--- src/rtl/vga_pkg.sv ---
// Shared VGA constants, configuration-word field layout and scheduler state encoding.
package vga_pkg;
  localparam int unsigned V_ACTIVE = 480;
  localparam int unsigned H_ACTIVE = 640;

  localparam int unsigned SEL_MSB  = 31;
  localparam int unsigned SEL_LSB  = 30;
  localparam int unsigned MASK_MSB = 29;
  localparam int unsigned MASK_LSB = 24;

  typedef enum logic [1:0] {
    SEL_RAND = 2'd0,
    SEL_MASK = 2'd1,
    SEL_CHAR = 2'd2,
    SEL_PONG = 2'd3
  } sel_e;

  typedef enum logic [1:0] {
    IDLE  = 2'd0,
    ARMED = 2'd1,
    DWELL = 2'd2
  } sched_state_e;
endpackage

--- src/rtl/vga_config_scheduler_cfg_fifo.sv ---
// Circular-buffer FIFO for pending configuration words; ready is a registered decode of the count.
module cfg_fifo #(
  parameter int unsigned DEPTH = 2,
  parameter int unsigned WIDTH = 32,
  localparam int unsigned AW = (DEPTH > 1) ? $clog2(DEPTH) : 1,
  localparam int unsigned CW = $clog2(DEPTH) + 1
) (
  input  logic             clk,
  input  logic             rst,
  input  logic             push_i,
  input  logic             pop_i,
  input  logic             flush_i,
  input  logic [WIDTH-1:0] din_i,
  output logic [WIDTH-1:0] dout_o,
  output logic [CW-1:0]    count_o,
  output logic             ready_o
);
  logic [WIDTH-1:0] mem_q [DEPTH];
  logic [AW-1:0]    wr_ptr_q, rd_ptr_q;
  logic [CW-1:0]    count_q, count_d;
  logic             ready_q;
  logic             do_push, do_pop;

  assign do_push = push_i && ready_q;
  assign do_pop  = pop_i && (count_q != '0);

  always_comb begin
    count_d = count_q;
    if (flush_i)
      count_d = '0;
    else if (do_push && !do_pop)
      count_d = count_q + 1'b1;
    else if (!do_push && do_pop)
      count_d = count_q - 1'b1;
  end

  // Pointers wrap naturally because DEPTH is a power of two.
  always_ff @(posedge clk) begin
    if (rst) begin
      wr_ptr_q <= '0;
      rd_ptr_q <= '0;
      count_q  <= '0;
      ready_q  <= 1'b1;
    end else begin
      count_q <= count_d;
      ready_q <= (count_d < CW'(DEPTH));
      if (flush_i) begin
        wr_ptr_q <= '0;
        rd_ptr_q <= '0;
      end else begin
        if (do_push) wr_ptr_q <= wr_ptr_q + 1'b1;
        if (do_pop)  rd_ptr_q <= rd_ptr_q + 1'b1;
      end
    end
  end

  always_ff @(posedge clk) begin
    if (do_push && !flush_i) mem_q[wr_ptr_q] <= din_i;
  end

  assign dout_o  = mem_q[rd_ptr_q];
  assign count_o = count_q;
  assign ready_o = ready_q;
endmodule

--- src/rtl/vga_config_scheduler.sv ---
// Commits at most one buffered config word per frame at the start of vertical blanking.
// States: IDLE nothing pending | ARMED word waiting for boundary | DWELL holding last commit.
module vga_config_scheduler #(
  parameter int unsigned V_ACTIVE     = vga_pkg::V_ACTIVE,
  parameter int unsigned DEPTH        = 2,
  parameter int unsigned DWELL_FRAMES = 0,
  parameter logic [31:0] RESET_CFG    = 32'h0000_0000,
  localparam int unsigned PW = $clog2(DEPTH) + 1,
  localparam int unsigned DW = (DWELL_FRAMES == 0) ? 1 : $clog2(DWELL_FRAMES + 1)
) (
  input  logic          clk,
  input  logic          rst,
  input  logic [9:0]    y,
  input  logic [31:0]   cfg_in,
  input  logic          cfg_valid,
  output logic          cfg_ready,
  input  logic          flush,
  output logic [31:0]   configuration,
  output logic          cfg_applied,
  output logic [PW-1:0] pending,
  output logic [7:0]    frame_count
);
  import vga_pkg::*;

  sched_state_e  state_q;
  logic [DW-1:0] dwell_q;
  logic [31:0]   cfg_q;
  logic          applied_q;
  logic [7:0]    frame_q;
  logic [9:0]    y_q;
  logic          started_q;
  logic          boundary;
  logic          commit;
  logic [31:0]   head;

  // started_q masks the first cycle out of reset, when y_q does not yet reflect y.
  assign boundary = started_q && (y == 10'(V_ACTIVE)) && (y_q != 10'(V_ACTIVE));
  assign commit   = boundary && !flush && (state_q != DWELL) && (pending != '0);

  cfg_fifo #(
    .DEPTH (DEPTH),
    .WIDTH (32)
  ) u_fifo (
    .clk     (clk),
    .rst     (rst),
    .push_i  (cfg_valid),
    .pop_i   (commit),
    .flush_i (flush),
    .din_i   (cfg_in),
    .dout_o  (head),
    .count_o (pending),
    .ready_o (cfg_ready)
  );

  always_ff @(posedge clk) begin
    if (rst) begin
      state_q   <= IDLE;
      dwell_q   <= '0;
      cfg_q     <= RESET_CFG;
      applied_q <= 1'b0;
      frame_q   <= 8'd0;
      y_q       <= 10'd0;
      started_q <= 1'b0;
    end else begin
      y_q       <= y;
      started_q <= 1'b1;
      applied_q <= commit;
      if (boundary) frame_q <= frame_q + 8'd1;
      if (commit)   cfg_q   <= head;
      case (state_q)
        IDLE, ARMED: begin
          if (commit) begin
            if (DWELL_FRAMES > 0) begin
              dwell_q <= DW'(DWELL_FRAMES);
              state_q <= DWELL;
            end else begin
              state_q <= (pending > PW'(1)) ? ARMED : IDLE;
            end
          end else if (flush || pending == '0) begin
            state_q <= IDLE;
          end else begin
            state_q <= ARMED;
          end
        end
        DWELL: begin
          if (boundary) begin
            if (dwell_q == DW'(1)) begin
              dwell_q <= '0;
              state_q <= (pending != '0 && !flush) ? ARMED : IDLE;
            end else begin
              dwell_q <= dwell_q - DW'(1);
            end
          end
        end
        default: state_q <= IDLE;
      endcase
    end
  end

  assign configuration = cfg_q;
  assign cfg_applied   = applied_q;
  assign frame_count   = frame_q;
endmodule

--- config.mk ---
export PLATFORM = sky130hd
export DESIGN_NAME = vga_config_scheduler
export DESIGN_NICKNAME = d
export VERILOG_FILES = /design/src/rtl/vga_pkg.sv /design/src/rtl/vga_config_scheduler_cfg_fifo.sv /design/src/rtl/vga_config_scheduler.sv
export SDC_FILE = /design/constraint.sdc
export NUM_CORES = 1
export LEC_CHECK = 0
export CAP_MARGIN = 20
export CORE_MARGIN = 2
export CORE_UTILIZATION = 50
export CTS_BUF_LIST = sky130_fd_sc_hd__clkbuf_16
export DETAILED_ROUTE_END_ITERATION = 8
export GPL_TIMING_DRIVEN = 0
export PLACE_DENSITY = 0.77
export SLEW_MARGIN = 20
export SYNTH_ARGS = -nofsm -noshare
export SYNTH_HDL_FRONTEND = slang
export SYNTH_SLANG_ARGS = --single-unit
--- constraint.sdc ---
create_clock -name clk -period 6 [get_ports clk]
set_clock_uncertainty 0.05 [all_clocks]
set_input_delay 0.9 -clock clk [delete_from_list [all_inputs] [get_ports clk]]
set_output_delay 0.9 -clock clk [all_outputs]
set_load 0.05 [all_outputs]
==> results.toml, run 1 <==
[logic_synthesis]
synth-xor-area-share_pct = 0.187
synth_seq_area_share_pct = 65.5
synth-edff-count = 64
ys.flop_type = "edfxtp_1"
yosysMostFrequentCell = "edfxtp_1"
avgSynthCellArea_sq_um = 14.0
syn_inst = 333
synth-compound-area-share_pct = 14.3
synth_top_family_by_area = "compound AO/OA/AOI/OAI gates"
synth_seq_cells = 121
synthSimpleGateAreaFrac_pct = 7.42
synth_area_sq_um = 4670
synth_top_cell_area_share_pct = 41.1
netlist.top_cell.by_area = "edfxtp_1"
synth_fp_nets = 383
synthMuxAreaShare_pct = 7.52
synthDistinctLibCells = 42
yosys-top-cells-count = "edfxtp_1, dfxtp_1, mux2i_1"
synthArstFlopShare_pct = 0
yosys.area_share.adder_pct = 1.07
synth_area_leaders = "edfxtp_1, dfxtp_1, mux2i_1"
yosys_warnings = 0

[worst_setup_path]
worst_path_max_delay_cell = "clkdlybuf4s50_1"
cpPeakStageDelay_ns = 0.85
critical_path_cell_count = 1
r2r_slack_ns = 3.91
path_cells = "clkdlybuf4s50_1"
critPathBufInv = 1
cp_max_fo = 7
cp_data_arrival_time_ns = 1.70
crit_required_ns = 5.05
reg2reg_from = "u_fifo.count_o[0]"
critical_path_class = "register to primary output"
startpoint_type = "register"
rr_worst_depth = 7
r2r_end = "configuration[29]"
end_kind = "primary output"
cp_top_family = "buffers and inverters"

[routing]
drcViolationCount = 0
routed_via_density = 5.86
wirelength_um = 10500
first_iter_violations = 207
first_pass_iters = 5
ant_nets = 0
vias = 3353
wire_per_inst_um = 18.3

[power]
ir_drop_mv = 0.169
p_comb_share_pct = 4.1
clockPowerShare_pct = 49.9
p_leak_nw = 2.12
swShare_pct = 19.4
power_w = 0.00195
power.density_nw_per_um2 = 307
p_switching_w = 0.000379
seqPwrFrac_pct = 46.0
internal-power_w = 0.00157

[final_layout]
fillCellCount = 657
layout.nets = 498
drive_above_1_share_pct = 12.8
antenna_cells = 0
area_growth_pct = 35.9
ff_latch_area_sq_um = 3060
fin_cells = 572
postLayoutCoreUtil_pct = 69.4
multi_input_area_sq_um = 1430

[die]
initial_utilization_pct = 51.1
die_x_um = 101
fp.dieH_um = 101
core_area_sq_um = 9150
boundaryPins = 90
core.rowCount = 35
dieArea_sq_um = 10100

[place]
port_buffers = 88
gp_congestion = 0.774
dpl.cell_count = 540
dp_hpwl_um = 7190
preCtsSetupSlack_ns = 3.10

[clock_tree]
cts-root-buf = "clkbuf_16"
htreeDepth = 4
post_cts.repair.setup_buffers = 0
worstSkewPairLatency_ns = 0.41
postCtsHoldBufs = 0
clock_path_buffers = 2
cts-resized-gates = 0
clk_pin_slew_ns = 0.05
cts_tree = "done"
cts_buffers = 17
cts.sinks = 121

[timing]
slew_headroom_pct = 65.3
min_period_over_period_pct = 44.2
fin_setup_tns_ns = 0
timing.fmax_ghz = 0.377
layout_setup_ws_ns = 3.35
hold_viol_final = 0
setup_viol = 0
rsz0062_at_grt = "no"
worst_pin_slew_ns = 0.518
final-max-slew-violation-count = 0
period_minus_slack_ns = 2.65

[worst_hold_path]
holdPathEnd = "configuration[24]"
hold_class = "register to register"
min_path_cells = 2
holdCritStartpoint = "configuration[24]"

[global_routing]
grt_pass1_wl_um = 16500
grt_usage_pct = 21.4
grt_max_degree = 17
antenna_found_initial = 0
grt_pass1_vias = 3363
overflow = 0

[status]
status = "complete, no violations"

[run]
cap_violations = 0
how the worst max path moves through the flow:
stage / start / to / slack, ns
2_1_floorplan: flush / u_fifo.mem_q[1][0] / 2.02
3_3_place_gp: cfg_valid / u_fifo.mem_q[1][26] / 0.08
3_5_place_dp: y[4] / configuration[16] / 3.10
4_1_cts: frame_count[0] / frame_count[0] / 3.34
5_1_grt: frame_count[0] / frame_count[0] / 3.29
6_report: frame_count[0] / frame_count[0] / 3.35
final cells by class:
| class | instances | area share [%] |
|---|---|---|
| Buffer | 33 | 2.64 |
| Clock buffer | 17 | 6.70 |
| Clock inverter | 15 | 2.32 |
| Inverter | 5 | 0.296 |
| Multi-Input combinational cell | 174 | 22.6 |
| Sequential cell | 121 | 48.2 |
| Tap cell | 111 | 2.19 |
| Timing Repair Buffer | 96 | 15.1 |
cell usage in the layout, fill, tap and decap left out, types with 7 or more instances in the layout:
cell type         n
a21oi_1           7
buf_2            10
buf_6             8
clkbuf_1         17
clkbuf_16        17
clkdlybuf4s50_1  88
dfxtp_1          57
edfxtp_1         64
inv_1             9
mux2i_1          34
nor2b_1          11
o311ai_0         33
o41ai_1          32
flip-flops by register name (all words and copies together) (netlist names), 2 cells and up:
register,flops
u_fifo.mem_q,64
configuration,32
y_q,10
frame_count,8
u_fifo.count_o,2
tightest hold or removal path, delay by kind of cell (launching register included):
kind           cells  cell delay [ns]
AO/OA/AOI/OAI      2             0.15
flip-flops         1             0.31
metrics by stage:
step	instance area, sq um	hold slack [ns]
finish	6350	0.454
global route	6350	0.489
CTS	6350	0.454
detailed placement	5780	0.445
global placement	5690	0.440
floorplan	4670	0.488
power groups by stage:
stage	clock (W)	sequential, W	combinational, W
after floorplan	0	0.000914	0.0000284
after global placement	0	0.000914	0.0000716
after detailed placement	0	0.000913	0.0000784
after CTS	0.000979	0.000897	0.0000791
after global routing	0.00102	0.000898	0.0000850
final	0.000974	0.000897	0.0000790
cell families (layout without fill, tap and decap cells):
group,count (synthesis),in the layout
AND/OR/NAND/NOR,53,53
flip-flops,121,121
adder cells (fa/ha/maj),4,4
buffers and inverters,38,166
AO/OA/AOI/OAI,81,81
XOR/XNOR,1,1
multiplexers,35,35
routing by layer:
metal | global-route usage (%) | wire length [um] | vias up
li1 | - | - | 1588
met1 | 27.6 | 4580 | 1620
met2 | 34.3 | 5200 | 131
met3 | 5.83 | 587 | 14
met4 | 8.54 | 131 | 0
met5 | 0 | 0 | -
Power figures use the tool's default switching activity.
==> inputs of run 2 (changes only) <==
--- a/config.mk
+++ b/config.mk
@@ -7,11 +7,11 @@
 export LEC_CHECK = 0
 export CAP_MARGIN = 20
 export CORE_MARGIN = 2
-export CORE_UTILIZATION = 50
+export CORE_UTILIZATION = 46
 export CTS_BUF_LIST = sky130_fd_sc_hd__clkbuf_16
 export DETAILED_ROUTE_END_ITERATION = 8
 export GPL_TIMING_DRIVEN = 0
-export PLACE_DENSITY = 0.77
+export PLACE_DENSITY = 0.75
 export SLEW_MARGIN = 20
 export SYNTH_ARGS = -nofsm -noshare
 export SYNTH_HDL_FRONTEND = slang
==> constraint.sdc (replaced) <==
create_clock -name clk -period 2.25 [get_ports clk]
set_clock_uncertainty 0.05 [all_clocks]
set_input_delay 0.3375 -clock clk [delete_from_list [all_inputs] [get_ports clk]]
set_output_delay 0.3375 -clock clk [all_outputs]
set_load 0.05 [all_outputs]
==> run 2 against run 1 <==
Net effect:
- routed wire length decreased by 2.1%
- highest routed layer unchanged
- clock power grew to 2.8 times the previous value
- critical path type unchanged
- count of clock-buffer cells in the layout unchanged
- total power rose to 2.7 times the previous value
- largest cell class unchanged
==> results.toml, run 2 (synthesized netlist as in run 1, its figures left out) <==
[die]
boundaryPins = 90
core.rowCount = 36
dieArea_sq_um = 11000
initial_utilization_pct = 47.6
core_area_sq_um = 9820
fp.dieH_um = 105
die_x_um = 105

[final_layout]
largest_reg_flops = 64
layout_common_cells = "clkdlybuf4s50_1, edfxtp_1, dfxtp_1"
antenna_cells = 0
regMostFlops = "u_fifo.mem_q"
area_growth_pct = 37.0
layout_commonest_cell = "clkdlybuf4s50_1"
fillCellCount = 766
drive_above_1_share_pct = 13.1
layout.nets = 494
postLayoutCoreUtil_pct = 65.2

[power]
internal-power_w = 0.00422
ir_drop_mv = 0.478
p_leak_nw = 2.11
p_comb_share_pct = 3.9
power.density_nw_per_um2 = 831
clockPowerShare_pct = 51.1
p_switching_w = 0.00110
seqPwrFrac_pct = 44.9
swShare_pct = 20.6

[worst_setup_path]
cpPeakStageDelay_ns = 0.85
path_cells = "clkdlybuf4s50_1"
worst_path_max_delay_cell = "clkdlybuf4s50_1"
critPathBufInv = 1
cp_data_arrival_time_ns = 1.70
crit_required_ns = 1.86
cp_max_fo = 7
end_kind = "primary output"
critical_path_class = "register to primary output"
cp_top_family = "buffers and inverters"
startpoint_type = "register"

[routing]
routed_via_density = 5.53
vias = 3263
first_iter_violations = 151
wire_per_inst_um = 17.4
ant_nets = 0
drcViolationCount = 0
first_pass_iters = 5
wirelength_um = 10300

[clock_tree]
cts_buffers = 17
cts-root-buf = "clkbuf_16"
post_cts.repair.setup_buffers = 0
cts_tree = "done"
postCtsHoldBufs = 0
clock_path_buffers = 2
clk_pin_slew_ns = 0.05
cts-resized-gates = 0
cts.sinks = 121
htreeDepth = 4
worstSkewPairLatency_ns = 0.41

[global_routing]
grt_usage_pct = 19.2
overflow = 0
grt_max_degree = 17
grt_pass1_wl_um = 16400
grt_pass1_vias = 3215
antenna_found_initial = 0

[worst_hold_path]
hold_class = "input pin to register"

[timing]
timing.fmax_ghz = 0.478
min_period_over_period_pct = 92.9
slew_headroom_pct = 64.0
holdWs_ns = 0.237
setup_viol = 0
period_minus_slack_ns = 2.09
hold_viol_final = 0
rsz0062_at_grt = "no"
worst_pin_slew_ns = 0.539
final-max-slew-violation-count = 0

[run]
cap_violations = 0

[status]
status = "complete, no violations"

[place]
gp_congestion = 0.813
port_buffers = 88
dp_hpwl_um = 7060
-- run 2: cell types whose count changed in the layout (fill, tap and decap cells not counted), moves of 2 or more --
cell,delta
clkinv_2,-2
inv_1,-4
buf_6,-3
clkinv_4,+5
buf_4,-4
inv_6,+2
buf_8,+3
-- run 2: area by class of cell --
class	instances	area, sq um	area share (%)
multi-input combinational	174	1450	22.6
clock inverter	15	176	2.76
inverter	5	18.8	0.293
buffer	33	168	2.62
timing repair buffer	92	937	14.6
sequential	121	3060	47.9
clock buffer	17	425	6.64
tap	133	166	2.60
-- run 2: metrics by stage --
stage	setup TNS (ns)	worst slack, ns	power, W	instance area, sq um	std cells
after CTS	0	0.153	0.00535	6400	590
after floorplan	0	0.134	0.00252	4700	333
after global placement	-34.52	-0.609	0.00263	5740	554
final	0	0.159	0.00532	6400	590
after global routing	0	0.0228	0.00546	6400	590
after detailed placement	-0.293	-0.0587	0.00265	5800	558
-- run 2: metal layers --
metal / GRT usage, % / vias to the layer above / share of wire (%)
met1: 25.3 / 1577 / 46
met2: 30.2 / 92 / 48
met4: 7.43 / 0 / 1.3
met3: 5.36 / 11 / 4.6
li1: - / 1583 / -
met5: 0 / - / 0
-- run 2: power by group through the flow --
stage | logic (W) | clock network [W] | registers, W
after floorplan | 0.0000794 | 0 | 0.00244
after global placement | 0.000195 | 0 | 0.00243
after detailed placement | 0.000210 | 0 | 0.00244
after CTS | 0.000211 | 0.00275 | 0.00239
after global routing | 0.000226 | 0.00284 | 0.00239
final | 0.000210 | 0.00272 | 0.00239
-- run 2: path summary, 6_finish.rpt --
| kind | start | to | slack (ns) | cells past startpoint |
|---|---|---|---|---|
| max | frame_count[0] | frame_count[0] | 0.16 | 1 |
| min reg2reg | frame_count[5] | frame_count[5] | 0.45 | 2 |
| max reg2reg | u_fifo.count_o[0] | configuration[28] | 0.23 | 7 |
| min | flush | u_fifo.wr_ptr_q | 0.24 | 2 |
==> edit 1 (settings of run 2) <==
`DEPTH` is set to 2 in 2 places; all go to 4.
--- a/src/rtl/vga_config_scheduler_cfg_fifo.sv
+++ b/src/rtl/vga_config_scheduler_cfg_fifo.sv
@@ -2,3 +2,3 @@
 module cfg_fifo #(
-  parameter int unsigned DEPTH = 2,
+  parameter int unsigned DEPTH = 4,
   parameter int unsigned WIDTH = 32,
--- a/src/rtl/vga_config_scheduler.sv
+++ b/src/rtl/vga_config_scheduler.sv
@@ -4,3 +4,3 @@
   parameter int unsigned V_ACTIVE     = vga_pkg::V_ACTIVE,
-  parameter int unsigned DEPTH        = 2,
+  parameter int unsigned DEPTH        = 4,
   parameter int unsigned DWELL_FRAMES = 0,
Ports: changed (resized pending); port bits go from 90 to 91. No check against the original RTL was run, so the function may have changed too.
==> edit 1 against run 2 <==
- power increased by 31%
- combinational power increased by 20%
- final area increased by 41%
- clock power increased by 9.2%
- final cell count increased by 35%
- global-route usage increased by 0.31 points
- register-to-register slack got worse by 0.02 ns
- area after synthesis increased by 55%
- worst setup slack got worse by 0.0061 ns
- worst hold slack improved by 0.19 ns
- sequential cell count increased by 67
- wire length increased by 55%
- largest power group is now registers
==> edit 1: results (changes against run 2) <==
[placement]
hpwl_mm=10.29  ; +46%
pre_cts_ws_ns=-0.6038  ; -0.5450 ns
dp.cells=761  ; +36%
io_buffers=90  ; +2.3%
dpl_cell_area_sq_um=8416  ; +45%
place_congestion=0.8276  ; +1.8%

[global_routing]
grtUsageMet1_pct=24.83  ; -0.48 points
antenna_found_initial=1  ; +1
grt_use_total_pct=19.53  ; +0.31 points
grt_pass1_vias=4688  ; +46%
met3_usage_pct=5.533  ; +0.17 points
global_route.usage.met2_pct=32.72  ; +2.5 points

[layout]
nNetsFinal=627  ; +27%
drive_gt1_share_pct=15.92  ; +2.8 points
finish.utilization_pct=58.99  ; -6.2 points
fillers=1202  ; +57%
largest_reg_flops=128  ; +100%

[critical_path]
r2r_slack_ns=0.21  ; -0.02 ns
r2r-end=u_fifo.ready_o$_SDFF_PP1_
rr_worst_depth=9  ; +2
crit_fanout=6  ; -1

[hold_path]
hp-start=configuration[22]$_SDFFE_PP0P_
hp-class=flop to flop
hold_end=configuration[22]$_SDFFE_PP0P_

[timing]
holdWs_ns=0.4220  ; +0.1854 ns
slew_headroom_pct=36.34  ; -28 points

[pwr]
p_total_uw=6971  ; +31%
leakagePower_uw=0.002871  ; +36%
switching_share_pct=20.89  ; +0.29 points
vdd_drop_max_mv=0.7407  ; +55%
seq-power_uw=3760  ; +57%
pwr-share-comb_pct=3.6  ; -0.3 points

[drt]
vias_per_cell=5.821  ; +5.3%
wl_met3_mm=1.319  ; +180%
routedWlPerCell_um=19.97  ; +15%
drt-met1-wl_mm=6.517  ; +38%
met2_length_mm=7.828  ; +58%
drt_first_iter_violations=498  ; +230%
vias=4628  ; +42%

[synthesis]
synth_fp_nets=516  ; +35%
yosysUniqueCellTypes=35  ; -17%
avgSynthCellArea_sq_um=15.75  ; +12%
synth_edf_count=128  ; +100%
synthTopCellsByCount=128 x edfxtp_1, 60 x dfxtp_1, 42 x a21oi_1, 36 x o31ai_1, 35 x nand4_1

[clock_network]
path_clk_slew_ns=0.07  ; +0.02 ns
cts_setup_buffers=1  ; +1

[run_status]
status=completed

==> edit 1: cell count changes in the layout (fill, tap and decap cells not counted), moves of 31 or more <==
cell / before / now
a21oi_1: 7 / 41
edfxtp_1: 64 / 128
mux2i_1: 34 / 1
mux4_2: 0 / 32
nand4_1: 2 / 35
o311ai_0: 33 / 1
o41ai_1: 32 / 1
==> edit 1: how the worst max path moves through the flow <==
stage / end / startpoint / cells after the start
6_report: frame_count[3] / frame_count[3]$_SDFFE_PP0N_ / 1
5_1_grt: u_fifo.ready_o$_SDFF_PP1_ / u_fifo.count_o[0]$_SDFFE_PP0P_ / 10
4_1_cts: u_fifo.ready_o$_SDFF_PP1_ / u_fifo.count_o[0]$_SDFFE_PP0P_ / 8
3_5_place_dp: u_fifo.ready_o$_SDFF_PP1_ / flush / 7
3_3_place_gp: u_fifo.ready_o$_SDFF_PP1_ / flush / 7
2_1_floorplan: u_fifo.count_o[2]$_SDFF_PP0_ / u_fifo.count_o[0]$_SDFFE_PP0P_ / 8
==> edit 1: final cells by class <==
cell class | instances | area share, %
Sequential cell | 188 | 55.87
Multi-Input combinational cell | 227 | 22.34
Timing Repair Buffer | 92 | 10.14
Clock buffer | 17 | 4.709
Tap cell | 211 | 2.922
Buffer | 36 | 1.870
Clock inverter | 15 | 1.773
Inverter | 9 | 0.3740
==> edit 1: logic make-up (layout without fill, tap and decap cells) <==
| family | Yosys count | after routing | synth area share [%] |
|---|---|---|---|
| XOR/XNOR | 2 | 2 | 0.2419 |
| multiplexers | 34 | 34 | 10.24 |
| flip-flops | 188 | 188 | 69.65 |
| AO/OA/AOI/OAI | 88 | 88 | 7.531 |
| adder cells (fa/ha/maj) | 10 | 10 | 1.727 |
| AND/OR/NAND/NOR | 93 | 93 | 7.808 |
| buffers and inverters | 45 | 169 | 2.798 |
==> edit 2 (flow settings as in run 2) <==
Made on the original files. Reset style: asynchronous (`rst`), changed in 2 clocked blocks.
--- a/src/rtl/vga_config_scheduler_cfg_fifo.sv
+++ b/src/rtl/vga_config_scheduler_cfg_fifo.sv
@@ -37,3 +37,3 @@
   // Pointers wrap naturally because DEPTH is a power of two.
-  always_ff @(posedge clk) begin
+  always_ff @(posedge clk or posedge rst) begin
     if (rst) begin
--- a/src/rtl/vga_config_scheduler.sv
+++ b/src/rtl/vga_config_scheduler.sv
@@ -54,3 +54,3 @@
 
-  always_ff @(posedge clk) begin
+  always_ff @(posedge clk or posedge rst) begin
     if (rst) begin
Formal check against the unedited RTL: differs if rst is asserted again (counterexample within 4 cycles, from zero or initial values and one cycle with rst high); with rst held inactive, the same outputs for 10 cycles.
==> edit 2 against run 2 <==
- sequential cell count did not move
- utilization is 0.21 points higher
- area after synthesis is 0.64% higher
- power increased by 1.4%
- die area increased by 0.62%
- clock power is 4% lower
- worst setup slack lost 0.067 ns
- largest cell class unchanged
- wire length decreased by 16%
- worst hold slack worse by 0.044 ns
- final area increased by 0.78%
- sequential share of layout area grew 4.1 points
==> edit 2: results (changes against run 2) <==
[drt]
dr.pass1.iters=4  ; -1
drt_first_iter_violations=58  ; -62%
vias_per_cell=5.014  ; -9.3%
wl_mm=8.643  ; -16%

[placement]
hpwl_mm=5.710  ; -19%
io_buffers=89  ; +1.1%
dp.cells=479  ; -14%
place_congestion=0.6828  ; -16%

[layout]
largest_reg_flops=64  ; unchanged
nNetsFinal=413  ; -16%
antennaDiodeCount=0  ; unchanged
drive_gt1_share_pct=31.22  ; +18 points
regMostFlops=u_fifo.mem_q
fillers=701  ; -8.5%
instances_no_fill=511  ; -13%

[pwr]
vdd_drop_max_mv=0.4875  ; +1.9%
p_int_uw=4222  ; about the same
leakagePower_uw=0.002501  ; +18%

[synthesis]
synth_edf_count=64  ; unchanged
yosysUniqueCellTypes=33  ; -21%
synthTopCellsByCount=64 x edfxtp_1, 56 x dfrtp_1, 37 x mux2_2, 29 x mux2_4, 8 x xnor2_1
synthArstFlopShare_pct=47.11  ; +47 points
synth_fp_nets=300  ; -22%
syn_inst=252  ; -24%
seq_area_frac_synth_pct=71.22  ; +5.7 points
ys_top_cells_by_area=edfxtp_1 41%, dfrtp_1 30%, mux2_4 9.3%, mux2_2 8.9%, xnor2_1 1.5%
yosys_warnings=0  ; unchanged
ys.flop_type=edfxtp_1

[global_routing]
grt_pass1_wl_mm=14.04  ; -14%
antenna_found_initial=0  ; unchanged
grt_use_total_pct=16.75  ; -2.5 points
grt_pass1_vias=2760  ; -14%
grt_max_degree=38  ; +21

[clock_network]
cts_setup_buffers=0  ; unchanged

[critical_path]
cpPeakStageDelay_ns=0.81  ; -0.04 ns
crit_arrival_ns=1.77  ; +0.07 ns
cpMaxStageDelayCell=clkdlybuf4s50_1
critPathTopFamily=buffers and inverters
crit_fanout=2  ; -5

[hold_path]
hp-class=input pin to async pin

[timing]
worst_slew_pin_slew_ns=0.6188  ; +0.08029 ns

[run_status]
status=completed

edit 2: per-layer routing:
metal | share of wire [%] | wire, um | vias up | GRT usage, %
met5 | 0 | 0 | - | 0
met2 | 51 | 4407 | 69 | 28.25
met4 | 0.95 | 82 | 0 | 5.714
met1 | 43 | 3726 | 1303 | 20.21
met3 | 4.9 | 426 | 11 | 5.552
li1 | - | - | 1179 | -
edit 2: cells by family (layout without fill, tap and decap cells):
family                   count (synthesis)  after routing  share of synthesized area [%]
AO/OA/AOI/OAI                            2              2                         0.2926
XOR/XNOR                                 9              9                          1.676
adder cells (fa/ha/maj)                  2              2                         0.5320
buffers and inverters                   13            139                          2.235
flip-flops                             121            121                          71.22
multiplexers                            68             68                          18.54
other                                    1              1                        0.07973
AND/OR/NAND/NOR                         36             36                          5.427
edit 2: power by group through the flow:
stage	clock network (uW)	registers [uW]	logic [uW]
CTS	2650	2460	334
detailed placement	0	2500	332
global placement	0	2500	303
finish	2600	2460	328
floorplan	0	2530	125
global route	2770	2470	356
edit 2: cell type report:
type                    count  area [sq um]  share of cell area (%)
repair buffers             94         970.9                   15.05
plain buffers               9         90.09                   1.396
well taps                 133         166.4                   2.579
flip-flops and latches    121          3352                   51.95
multi-input cells         118          1279                   19.82
clock inverters            15         151.4                   2.346
inverters                   4         17.52                  0.2715
clock buffers              17         425.4                   6.593
edit 2: worst register-to-register path: stages (launching register included):
cell     delay (ns)
dfrtp_2        0.38
inv_1          0.05
ha_1           0.17
or2_2          0.32
nor4_4         0.17
and2_1         0.18
buf_6          0.16
buf_12         0.16
mux2_4         0.31
edit 2: worst paths after layout:
| kind | start | end | slack (ns) | cells past startpoint |
|---|---|---|---|---|
| setup / recovery | u_fifo.ready_o$_DFF_PP1_ | cfg_ready | 0.09 | 1 |
| hold / removal | rst | configuration[6]$_DFFE_PP0P_ | 0.19 | 2 |
| setup reg to reg | u_fifo.count_o[0]$_DFFE_PP0P_ | configuration[20]$_DFFE_PP0P_ | 0.19 | 8 |
| hold reg to reg | frame_count[7]$_DFFE_PP0N_ | frame_count[7]$_DFFE_PP0N_ | 0.44 | 1 |
| max in group asynchronous | rst | u_fifo.ready_o$_DFF_PP1_ | 1.39 | 3 |
| min in group clk | y[9] | y_q[9]$_DFF_PP0_ | 0.34 | 1 |
edit 2: stage by stage:
| step | setup WS, ns | area [sq um] | power, uW |
|---|---|---|---|
| after global placement | -1.002 | 5793 | 2803 |
| after global routing | 0.04806 | 6452 | 5589 |
| final | 0.09120 | 6452 | 5391 |
| after CTS | 0.07669 | 6452 | 5450 |
| after detailed placement | -0.2778 | 5876 | 2835 |
| after floorplan | 0.03183 | 4736 | 2658 |
